[src/rtl/pc_unit.sv]
// rtl/pc_unit.sv - program counter with next-PC select and optional return-address stack
// Define PC_UNIT_RAS_EN to build the RAS; without it CALL acts as JUMP and RET as SEQ.
module pc_unit #(
   parameter int               WIDTH        = 32,
   parameter logic [WIDTH-1:0] RESET_VECTOR = '0,
   parameter int               STEP         = 4,
   parameter int               RAS_DEPTH    = 8
) (
   input  logic                           clk,
   input  logic                           rst,
   input  logic                           enable,
   input  logic [2:0]                     sel,
   input  logic [WIDTH-1:0]               offset,
   input  logic [WIDTH-1:0]               target,
   output logic [WIDTH-1:0]               pc,
   output logic [$clog2(RAS_DEPTH+1)-1:0] ras_count,
   output logic                           ras_overflow,
   output logic                           ras_underflow
);

   localparam logic [2:0] SEL_BRANCH = 3'd1;
   localparam logic [2:0] SEL_JUMP   = 3'd2;
   localparam logic [2:0] SEL_CALL   = 3'd3;
   localparam logic [2:0] SEL_RET    = 3'd4;

   logic [WIDTH-1:0] pc_seq;
   logic [WIDTH-1:0] pc_next;

   assign pc_seq = pc + WIDTH'(STEP);

`ifdef PC_UNIT_RAS_EN
   localparam int PW = $clog2(RAS_DEPTH);
   localparam int CW = $clog2(RAS_DEPTH + 1);

   logic [WIDTH-1:0] ras [RAS_DEPTH];
   logic [PW-1:0]    top;   // next free slot; top-1 holds the newest entry
   logic             ras_full;
   logic             ras_empty;
   logic             do_push;
   logic             do_pop;
   logic             do_underflow;

   assign ras_full     = (ras_count == CW'(RAS_DEPTH));
   assign ras_empty    = (ras_count == '0);
   assign do_push      = enable && (sel == SEL_CALL);
   assign do_pop       = enable && (sel == SEL_RET) && !ras_empty;
   assign do_underflow = enable && (sel == SEL_RET) && ras_empty;

   always_comb begin
      pc_next = pc_seq;
      case (sel)
         SEL_BRANCH: pc_next = pc + offset;
         SEL_JUMP,
         SEL_CALL:   pc_next = target;
         SEL_RET:    if (!ras_empty) pc_next = ras[top - PW'(1)];
         default:    pc_next = pc_seq;
      endcase
   end

   always_ff @(posedge clk) begin
      if (do_push) ras[top] <= pc_seq;
   end

   // A push onto a full stack lands on the oldest slot since the pointer wraps.
   always_ff @(posedge clk or posedge rst) begin
      if (rst) begin
         top           <= '0;
         ras_count     <= '0;
         ras_overflow  <= 1'b0;
         ras_underflow <= 1'b0;
      end else begin
         if (do_push) begin
            top <= top + PW'(1);
            if (ras_full) ras_overflow <= 1'b1;
            else          ras_count    <= ras_count + CW'(1);
         end
         if (do_pop) begin
            top       <= top - PW'(1);
            ras_count <= ras_count - CW'(1);
         end
         if (do_underflow) ras_underflow <= 1'b1;
      end
   end
`else
   always_comb begin
      pc_next = pc_seq;
      case (sel)
         SEL_BRANCH: pc_next = pc + offset;
         SEL_JUMP,
         SEL_CALL:   pc_next = target;
         default:    pc_next = pc_seq;
      endcase
   end

   assign ras_count     = '0;
   assign ras_overflow  = 1'b0;
   assign ras_underflow = 1'b0;
`endif

   always_ff @(posedge clk or posedge rst) begin
      if (rst)         pc <= RESET_VECTOR;
      else if (enable) pc <= pc_next;
   end

endmodule

[config.mk]
export PLATFORM = sky130hd
export DESIGN_NAME = pc_unit
export DESIGN_NICKNAME = d
export VERILOG_FILES = /design/src/rtl/pc_unit.sv
export SDC_FILE = /design/constraint.sdc
export NUM_CORES = 1
export LEC_CHECK = 0
export CAP_MARGIN = 20
export CORE_MARGIN = 3
export CORE_UTILIZATION = 39
export CTS_CLUSTER_DIAMETER = 60
export DETAILED_ROUTE_END_ITERATION = 6
export GPL_ROUTABILITY_DRIVEN = 0
export PLACE_DENSITY = 0.74
export SLEW_MARGIN = 5
export SYNTH_ARGS = -nofsm -noshare
export SYNTH_HDL_FRONTEND = slang
export SYNTH_SLANG_ARGS = --single-unit
[constraint.sdc]
create_clock -name clk -period 4.1 [get_ports clk]
set_clock_uncertainty 0.15 [all_clocks]
set_input_delay 0.615 -clock clk [delete_from_list [all_inputs] [get_ports clk]]
set_output_delay 0.615 -clock clk [all_outputs]
set_load 0.005 [all_outputs]
==> metrics.csv, run 1 <==
metric,value,unit
tritoncts_clock_tree,built,
netSwitchingPower,0.000925,W
clock_power_share,13.3,%
core-area,0.00928,sq mm
final-max-slew-violation-count,0,
num_ports,108,
class_of_the_tightest_hold_or_removal_check,reg -> reg,
highest_clock_rate,284,MHz
synth.top_cells.by_count,"nor2_1, a21oi_1, nand2_1",
finalCritPeriodShare,85.8,%
p_seq_share,25.6,%
first_global_vias,4046,
pwr_density_cell,424,mW/mm^2
largest_reg_flops,32,
rows,35,
die_w,104,microns
synth_warnings,0,
synthesis.area_per_instance,7.70,sq um
firstDrtPassIters,5,
cts_max_path_buffers,2,
timing.critical_path.arrival,3.51,ns
placed_cell_area,0.00486,sq mm
final_antenna_net_count,0,
root_buffer_cell,clkbuf_8,
port_buffers,101,
total_leakage_power,1.96,nW
global_route.usage.total,21.9,%
run_status,finished clean,
cts_post_setup_buffers_inserted,0,
place.detailed.hpwl,8.99,mm
route.vias.total,4061,
share_comb_of_total_power,61.1,%
post-synth-top-area-fraction,21.4,%
largest-register,pc,
grt-ovfl-total,0,
first_iter_violations,267,
intPower,0.00118,W
postSynthRegisterBits,32,
clock_sinks,32,
finalSetupViolCount,0,
mappedNetlistArea,0.00375,sq mm
routed_wl,12.0,mm
synth_ff_type,dfrtp_1,
reg.largest.list,pc: 32 flops,
syn-instance-count,487,
crit_path_start_kind,input port,
timing.final.hold_violations,0,
grt_first_pass_wirelength,19.9,mm
final_layout_size_suffix_gt1_share,5.72,%
drv.max_cap_violation_count,0,
initial_core_util,40.4,%
cts_made_buffers,5,
postCtsResizedCells,0,
yosys.area.top_type,dfrtp_1,
cts_clock_pin_slew_for_the_worst_setup_and_hold_paths,0.07,ns
grt_antenna_before_repair,0,
worst_relative_slew_slack,35.1,%
synth_enable_flop_cells,0,
fin_crit,3.52,ns
wl_per_cell,17.0,microns
worstPathMaxFanout,4,
routed_via_density,5.75,
synthToLayoutAreaGrowth,32.1,%
ys_async_sr_fraction,100,%
insertedDiodeCount,0,
ir_drop,0.188,mV
synth_seq_area_share,21.4,%
chipHeight,104,microns
tightestPinTransition,0.973,ns
die_area,0.0108,sq mm
rsz0062_at_grt,no,
critPathKind,in -> reg,
setup_tns,0,ns
timing.critical_path.required,4.09,ns
cts_hold_repair.buffers,0,
end_kind,flop,
yosysMostFrequentCell,nor2_1,
nNetsFinal,680,
synth.lib_cells_used.distinct,59,
clk_latency,0.29,ns
remaining_routing_drc_violations,0,
ys_top_cells_by_area,"dfrtp_1, ha_1, a21oi_1",
design_area,0.00495,sq mm
net_switching_fraction_of_the_power,44.0,%
pin_count_of_the_biggest_net_entering_global_routing,51,
cts-htree-levels,2,
routing by layer:
metal / wire [microns] / GRT usage [%] / vias up
li1: - / - / 1973
met1: 5320 / 29.0 / 1913
met2: 5750 / 37.2 / 161
met3: 765 / 2.73 / 14
met4: 151 / 6.93 / 0
met5: 0 / 0 / -
power by group through the flow:
stage,Sequential [W],Clock (W),Combinational [W]
global placement,0.000536,0,0.00124
CTS,0.000534,0.000283,0.00127
floorplan,0.000514,0,0.000857
detailed placement,0.000539,0,0.00127
finish,0.000538,0.000279,0.00128
global route,0.000556,0.000295,0.00141
layout by cell type, fill, tap and decap left out, drive strengths merged, types with 8 or more instances in the layout:
master / instances
inv: 13
nor3: 8
a31oi: 9
clkdlybuf4s50: 101
xnor2: 22
a22oi: 11
xor2: 20
nor2: 50
nand4: 8
a21oi: 47
nand2: 47
o21ai: 41
dfrtp: 32
a221oi: 16
nand3: 22
ha: 32
a21o: 9
path summary, 6_finish.rpt:
| check | end | slack (ns) | cells after the start | startpoint |
|---|---|---|---|---|
| max | pc[28] | 0.58 | 12 | offset[0] |
| min | pc[0] | 0.38 | 2 | pc[0] |
| max reg2reg | pc[28] | 0.93 | 11 | pc[0] |
| min reg2reg | pc[0] | 0.38 | 2 | pc[0] |
| max in group asynchronous | pc[28] | 2.38 | 3 | rst |
| min in group asynchronous | pc[7] | 0.71 | 2 | rst |
kinds of logic after synthesis:
| group | count (synthesis) | share of synthesized area [%] |
|---|---|---|
| muxes | 2 | 0.534 |
| buffers and inverters | 42 | 5.01 |
| DFF | 32 | 21.4 |
| adders and majority gates | 33 | 11.2 |
| and+or+nand+nor | 167 | 22.3 |
| xor gates and xnor gates | 42 | 9.81 |
| AOI/OAI and AO/OA | 168 | 29.7 |
| other | 1 | 0.100 |
per-stage QoR:
stage	instances	hold slack [ns]	setup WS (ns)	power, W	utilization, %
global placement	698	0.352	0.399	0.00177	52.2
global route	706	0.437	0.401	0.00226	53.4
CTS	706	0.388	0.608	0.00209	53.4
finish	706	0.379	0.581	0.00210	53.4
floorplan	492	0.344	1.09	0.00137	-
detailed placement	699	0.372	0.318	0.00181	52.3
area by class of cell:
class | count | area (sq um)
timing repair buffer | 107 | 1060
sequential | 32 | 801
fill | 907 | 4330
multi-input combinational | 418 | 2790
inverter | 13 | 48.8
tap | 129 | 161
clock buffer | 7 | 96.3
worst max-delay path, cell delays in order:
cell and delay, ns:
clkdlybuf4s50_1 0.40, ha_1 0.23, fa_1 0.42, a21oi_1 0.26, o22ai_1 0.18, a211oi_2 0.39
a211o_1 0.24, a31oi_4 0.13, a31oi_4 0.24, o21ai_1 0.11, xnor2_1 0.15, o221ai_1 0.14
No activity file was read; power rests on OpenSTA's default activity.
==> inputs of run 2 (changes only) <==
--- a/config.mk
+++ b/config.mk
@@ -5,12 +5,11 @@
 export SDC_FILE = /design/constraint.sdc
 export NUM_CORES = 1
 export LEC_CHECK = 0
-export CAP_MARGIN = 20
+export CAP_MARGIN = 25
 export CORE_MARGIN = 3
 export CORE_UTILIZATION = 39
 export CTS_CLUSTER_DIAMETER = 60
 export DETAILED_ROUTE_END_ITERATION = 6
-export GPL_ROUTABILITY_DRIVEN = 0
 export PLACE_DENSITY = 0.74
 export SLEW_MARGIN = 5
 export SYNTH_ARGS = -nofsm -noshare
==> run 2 against run 1 <==
Non-clock buffer count rose by 1. Sequential cell count did not move. Sequential share of layout area barely moved. Total power barely moved. First-iteration DRC count rose by 13%. Global-route usage did not move. Sequential power barely moved. Fmax rose by 0.26%. Worst setup slack improved by 0.0091 ns. Register-to-register slack barely moved. Utilization rose by 0.16 points. Clock-buffer cell count did not move. Critical path type unchanged. Critical endpoint unchanged. Largest cell class unchanged. Largest power group unchanged. Highest routed layer unchanged.
==> metrics.csv, run 2 (synthesis results as in run 1) <==
metric,value,unit,change
run_status,finished clean,,unchanged
global_route.usage.total,21.9,%,unchanged
critPathKind,in -> reg,,unchanged
crit_family,compound AO/OA/AOI/OAI gates,,unchanged
slowest_delay,0.42,ns,about the same
firstDrtPassIters,7,,was 5
wl_per_cell,16.9,microns,was 17.0 microns
fin_crit,3.51,ns,was 3.52 ns
first_global_vias,4046,,unchanged
largest_reg_flops,32,,unchanged
class_of_the_tightest_hold_or_removal_check,reg -> reg,,unchanged
grt_first_pass_wirelength,19.9,mm,unchanged
reg.largest.list,pc: 32 flops,,unchanged
highest_clock_rate,285,MHz,was 284 MHz
gp_congestion,0.884,,
finalCritPeriodShare,85.6,%,was 85.8%
synthToLayoutAreaGrowth,32.5,%,was 32.1%
final_layout_size_suffix_gt1_share,5.88,%,was 5.72%
port_buffers,101,,unchanged
cts_hold_repair.buffers,0,,unchanged
setup_tns,0,ns,unchanged
final_cell_count_no_fill,707,,was 706
total_leakage_power,1.97,nW,was 1.96 nW
final_cell_mix,"clkdlybuf4s50_1, nor2_1, a21oi_1, nand2_1, o21ai_0",,unchanged
timing.critical_path.required,4.09,ns,about the same
chipHeight,104,microns,unchanged
worst_relative_slew_slack,48.5,%,was 35.1%
worst_r2r_endpoint,pc[28],,unchanged
cts_max_path_buffers,2,,unchanged
die_w,104,microns,unchanged
timing.final.hold_violations,0,,unchanged
whs_path_depth,2,,unchanged
largest-register,pc,,unchanged
pwr_density_cell,423,mW/mm^2,was 424 mW/mm^2
grt_antenna_before_repair,0,,unchanged
route.vias.total,4088,,was 4061
routed_via_density,5.78,,was 5.75
cts_clock_pin_slew_for_the_worst_setup_and_hold_paths,0.07,ns,about the same
core-area,0.00928,sq mm,unchanged
most_common_cell_after_layout_fill_and_taps_aside,clkdlybuf4s50_1,,unchanged
clk_latency,0.29,ns,about the same
first_iter_violations,301,,was 267
num_ports,108,,unchanged
finalSetupViolCount,0,,unchanged
place.detailed.hpwl,8.99,mm,unchanged
critical_path.n_buffers_inverters,1,,unchanged
pin_count_of_the_biggest_net_entering_global_routing,51,,unchanged
final-max-slew-violation-count,0,,unchanged
grt-ovfl-total,0,,unchanged
timing.reg2reg.setup_slack,0.93,ns,about the same
cp_most_frequent_cell,a31oi_4,,unchanged
cts_post_setup_buffers_inserted,0,,unchanged
end_kind,flop,,unchanged
r2r-start,pc[0],,unchanged
remaining_routing_drc_violations,0,,unchanged
clock_sinks,32,,unchanged
cts-htree-levels,2,,unchanged
r2r.worst_path.cells,11,,unchanged
hold_start,pc[0],,unchanged
initial_core_util,40.4,%,unchanged
ir_drop,0.188,mV,about the same
timing.critical_path.arrival,3.50,ns,was 3.51 ns
rsz0062_at_grt,no,,unchanged
crit_path_start_kind,input port,,unchanged
postCtsResizedCells,0,,unchanged
tritoncts_clock_tree,built,,unchanged
cpMaxStageDelayCell,fa_1,,unchanged
insertedDiodeCount,0,,unchanged
final_antenna_net_count,0,,unchanged
root_buffer_cell,clkbuf_8,,unchanged
place.detailed.instances,699,,unchanged
cts_made_buffers,5,,unchanged
routed_wl,12.0,mm,about the same
drv.max_cap_violation_count,0,,unchanged
worstPathCellList,clkdlybuf4s50_1 -> ha_1 -> fa_1 -> a21oi_1 -> o22ai_1 -> a211oi_2 -> a211o_1 -> a31oi_4 -> a31oi_4 -> o21ai_1 -> xnor2_1 -> o221ai_1,,unchanged
worstPathMaxFanout,4,,unchanged
rows,35,,unchanged
nNetsFinal,681,,was 680
tightestPinTransition,0.769,ns,was 0.973 ns
die_area,0.0108,sq mm,unchanged
worstHoldEndpoint,pc[0],,unchanged
-- run 2: cell types whose count changed in the layout (fill, tap and decap cells not counted) --
cell,before,now
buf_8,0,1
-- run 2: where the power goes --
group	internal (W)	switching [W]
combinational	0.000633	0.000649
sequential	0.000394	0.000144
clock	0.000150	0.000130
-- run 2: stage by stage --
stage               hold WS [ns]  setup WS, ns  area, sq um  total power (W)  util (%)
detailed placement         0.372         0.318         4860          0.00181      52.3
CTS                        0.388         0.608         4950          0.00209      53.4
global route               0.437         0.401         4970          0.00227      53.5
finish                     0.382         0.590         4970          0.00210      53.5
global placement           0.352         0.399         4850          0.00177      52.2
floorplan                  0.344          1.09         3770          0.00137         -
-- run 2: worst reg2reg max path: cells and delay by family, from the launching register on --
kind | cells | cell delay [ns]
AO/OA/AOI/OAI | 8 | 1.68
adder cells (fa/ha/maj) | 2 | 0.64
flip-flops | 1 | 0.40
XOR/XNOR | 1 | 0.15
-- run 2: final cells by class --
cell class | instances | area (sq um)
Sequential cell | 32 | 801
Clock buffer | 7 | 96.3
Multi-Input combinational cell | 418 | 2790
Inverter | 13 | 48.8
Tap cell | 129 | 161
Timing Repair Buffer | 108 | 1070
Fill cell | 905 | 4320
-- run 2: worst max-delay path by stage --
| stage | from | to | slack, ns | cells after the start |
|---|---|---|---|---|
| 6_report | offset[0] | pc[28] | 0.59 | 12 |
| 5_1_grt | offset[0] | pc[28] | 0.40 | 12 |
| 4_1_cts | offset[0] | pc[28] | 0.61 | 12 |
| 3_5_place_dp | offset[0] | pc[28] | 0.32 | 12 |
| 3_3_place_gp | offset[0] | pc[28] | 0.40 | 12 |
| 2_1_floorplan | offset[0] | pc[28] | 1.09 | 11 |
-- run 2: routing by layer --
| layer | wire length (microns) | GRT usage (%) | up-vias |
|---|---|---|---|
| met5 | 0 | 0 | - |
| met4 | 150 | 6.93 | 0 |
| met3 | 752 | 2.73 | 14 |
| met2 | 5790 | 37.2 | 167 |
| met1 | 5280 | 29.0 | 1933 |
| li1 | - | - | 1974 |
==> inputs of run 3 (changes only) <==
--- a/config.mk
+++ b/config.mk
@@ -7,10 +7,10 @@
 export LEC_CHECK = 0
 export CAP_MARGIN = 25
 export CORE_MARGIN = 3
-export CORE_UTILIZATION = 39
+export CORE_UTILIZATION = 46
 export CTS_CLUSTER_DIAMETER = 60
 export DETAILED_ROUTE_END_ITERATION = 6
-export PLACE_DENSITY = 0.74
+export PLACE_DENSITY = 0.82
 export SLEW_MARGIN = 5
 export SYNTH_ARGS = -nofsm -noshare
 export SYNTH_HDL_FRONTEND = slang
==> run 3 against run 2 <==
Cell count shrank 4.0%. Worst setup slack gained 0.054 ns. Cell area decreased by 1.3%. Total power fell by 0.12%. Fmax up 1.6%. First-iteration DRC count is 22% lower. Critical endpoint unchanged. Largest cell class unchanged.
==> metrics.csv, run 3 (synthesis results as in run 1) <==
metric,value,unit,change
final-max-slew-violation-count,0,,unchanged
crit_start,offset[0],,unchanged
largest-register,pc,,unchanged
timing.critical_path.required,4.10,ns,was 4.09 ns
run_status,finished clean,,unchanged
route.vias.total,4142,,was 4088
global_route.usage.total,25.6,%,was 21.9%
routed_via_density,6.10,,was 5.78
most_common_cell_after_layout_fill_and_taps_aside,clkdlybuf4s50_1,,unchanged
final_cell_mix,"clkdlybuf4s50_1, nor2_1, a21oi_1, nand2_1, o21ai_0",,unchanged
clk_latency,0.29,ns,about the same
remaining_routing_drc_violations,0,,unchanged
root_buffer_cell,clkbuf_8,,unchanged
utilization,62.8,%,was 53.5%
final_antenna_net_count,0,,unchanged
rsz0062_at_grt,no,,unchanged
num_ports,108,,unchanged
total_leakage_power,1.96,nW,was 1.97 nW
grt_antenna_before_repair,0,,unchanged
crit_path_start_kind,input port,,unchanged
insertedDiodeCount,0,,unchanged
tritoncts_clock_tree,built,,unchanged
r2r-start,pc[0],,unchanged
die_area,0.00927,sq mm,was 0.0108 sq mm
tightestPinTransition,0.917,ns,was 0.769 ns
timing.reg2reg.setup_slack,0.99,ns,was 0.93 ns
cts-htree-levels,2,,unchanged
core-area,0.00781,sq mm,was 0.00928 sq mm
end_kind,flop,,unchanged
finalSetupViolCount,0,,unchanged
drv.max_cap_violation_count,0,,unchanged
fillerInstances,701,,was 905
grt_first_pass_wirelength,18.7,mm,was 19.9 mm
largest_reg_flops,32,,unchanged
timing.critical_path.arrival,3.45,ns,was 3.50 ns
die_w,96.3,microns,was 104 microns
class_of_the_tightest_hold_or_removal_check,reg -> reg,,unchanged
critPathKind,in -> reg,,unchanged
cts_made_buffers,5,,unchanged
highest_clock_rate,289,MHz,was 285 MHz
pwr_density_cell,428,mW/mm^2,was 423 mW/mm^2
initial_core_util,48.0,%,was 40.4%
placed_cell_area,0.00481,sq mm,was 0.00486 sq mm
synthToLayoutAreaGrowth,30.8,%,was 32.5%
design_area,0.00490,sq mm,was 0.00497 sq mm
grt-ovfl-total,0,,unchanged
fin_crit,3.46,ns,was 3.51 ns
place.detailed.hpwl,8.80,mm,was 8.99 mm
final_layout_size_suffix_gt1_share,5.72,%,was 5.88%
clock_sinks,32,,unchanged
port_buffers,101,,unchanged
totalPowerFinal,0.00210,W,about the same
first_global_vias,3848,,was 4046
worst_relative_slew_slack,38.6,%,was 48.5%
cts_max_path_buffers,2,,unchanged
cts_hold_repair.buffers,0,,unchanged
postCtsResizedCells,0,,unchanged
ir_drop,0.191,mV,was 0.188 mV
hold_start,pc[0],,unchanged
rows,32,,was 35
gp_congestion,0.922,,was 0.884
first_iter_violations,235,,was 301
routed_wl,12.0,mm,about the same
reg.largest.list,pc: 32 flops,,unchanged
finalCritPeriodShare,84.3,%,was 85.6%
dp_worst_setup_slack,0.381,ns,was 0.318 ns
cts_post_setup_buffers_inserted,0,,unchanged
cts_clock_pin_slew_for_the_worst_setup_and_hold_paths,0.08,ns,was 0.07 ns
nNetsFinal,679,,was 681
pin_count_of_the_biggest_net_entering_global_routing,33,,was 51
timing.final.ws_setup,0.645,ns,was 0.590 ns
setup_tns,0,ns,unchanged
firstDrtPassIters,5,,was 7
timing.final.hold_violations,0,,unchanged
wl_per_cell,17.7,microns,was 16.9 microns
chipHeight,96.3,microns,was 104 microns
worstPathMaxFanout,4,,unchanged
==> run 3: changes by cell type in the layout (fill, tap and decap cells not counted) <==
cell,change
clkinv_2,+2
buf_6,-1
buf_8,-1
clkbuf_8,-1
==> run 3: final timing paths <==
path                                to  cells after the start
worst max-delay path            pc[28]                     12
worst min-delay path             pc[0]                      2
worst max register to register  pc[28]                     11
worst min register to register   pc[0]                      2
max in group asynchronous       pc[20]                      3
min in group asynchronous        pc[1]                      3
==> run 3: power breakdown <==
part           switching, W  total, W  leakage [nW]  internal [W]
clock network      0.000137  0.000271        0.0510      0.000134
registers          0.000145  0.000539         0.377      0.000394
logic              0.000656   0.00129          1.53      0.000631
==> run 3: cell type report <==
type	count	area [sq um]	area share, %
multi-input combinational	418	2790	56.8
clock buffer	6	82.6	1.68
inverter	13	48.8	0.995
timing repair buffer	106	1050	21.4
tap	102	128	2.60
sequential	32	801	16.3
clock inverter	2	10.0	0.204
==> run 3: metal layers <==
metal,up-vias,share of wire [%],track usage (%)
li1,1975,-,-
met1,1970,44,35.7
met2,184,47,41.6
met3,13,7.8,3.44
met4,0,0.94,6.52
met5,-,0,0
==> run 3: through the flow <==
stage	std cells	hold slack [ns]
global route	679	0.434
finish	679	0.386
floorplan	492	0.344
CTS	679	0.389
global placement	671	0.350
detailed placement	671	0.371
==> run 3: worst max-delay path, cell delays in order <==
cell and delay [ns]:
clkdlybuf4s50_1 0.41, ha_1 0.22, fa_1 0.41, a21oi_1 0.24
o22ai_1 0.17, a211oi_2 0.36, a211o_1 0.26, a31oi_4 0.13
a31oi_4 0.24, o21ai_1 0.12, xnor2_1 0.14, o221ai_1 0.13
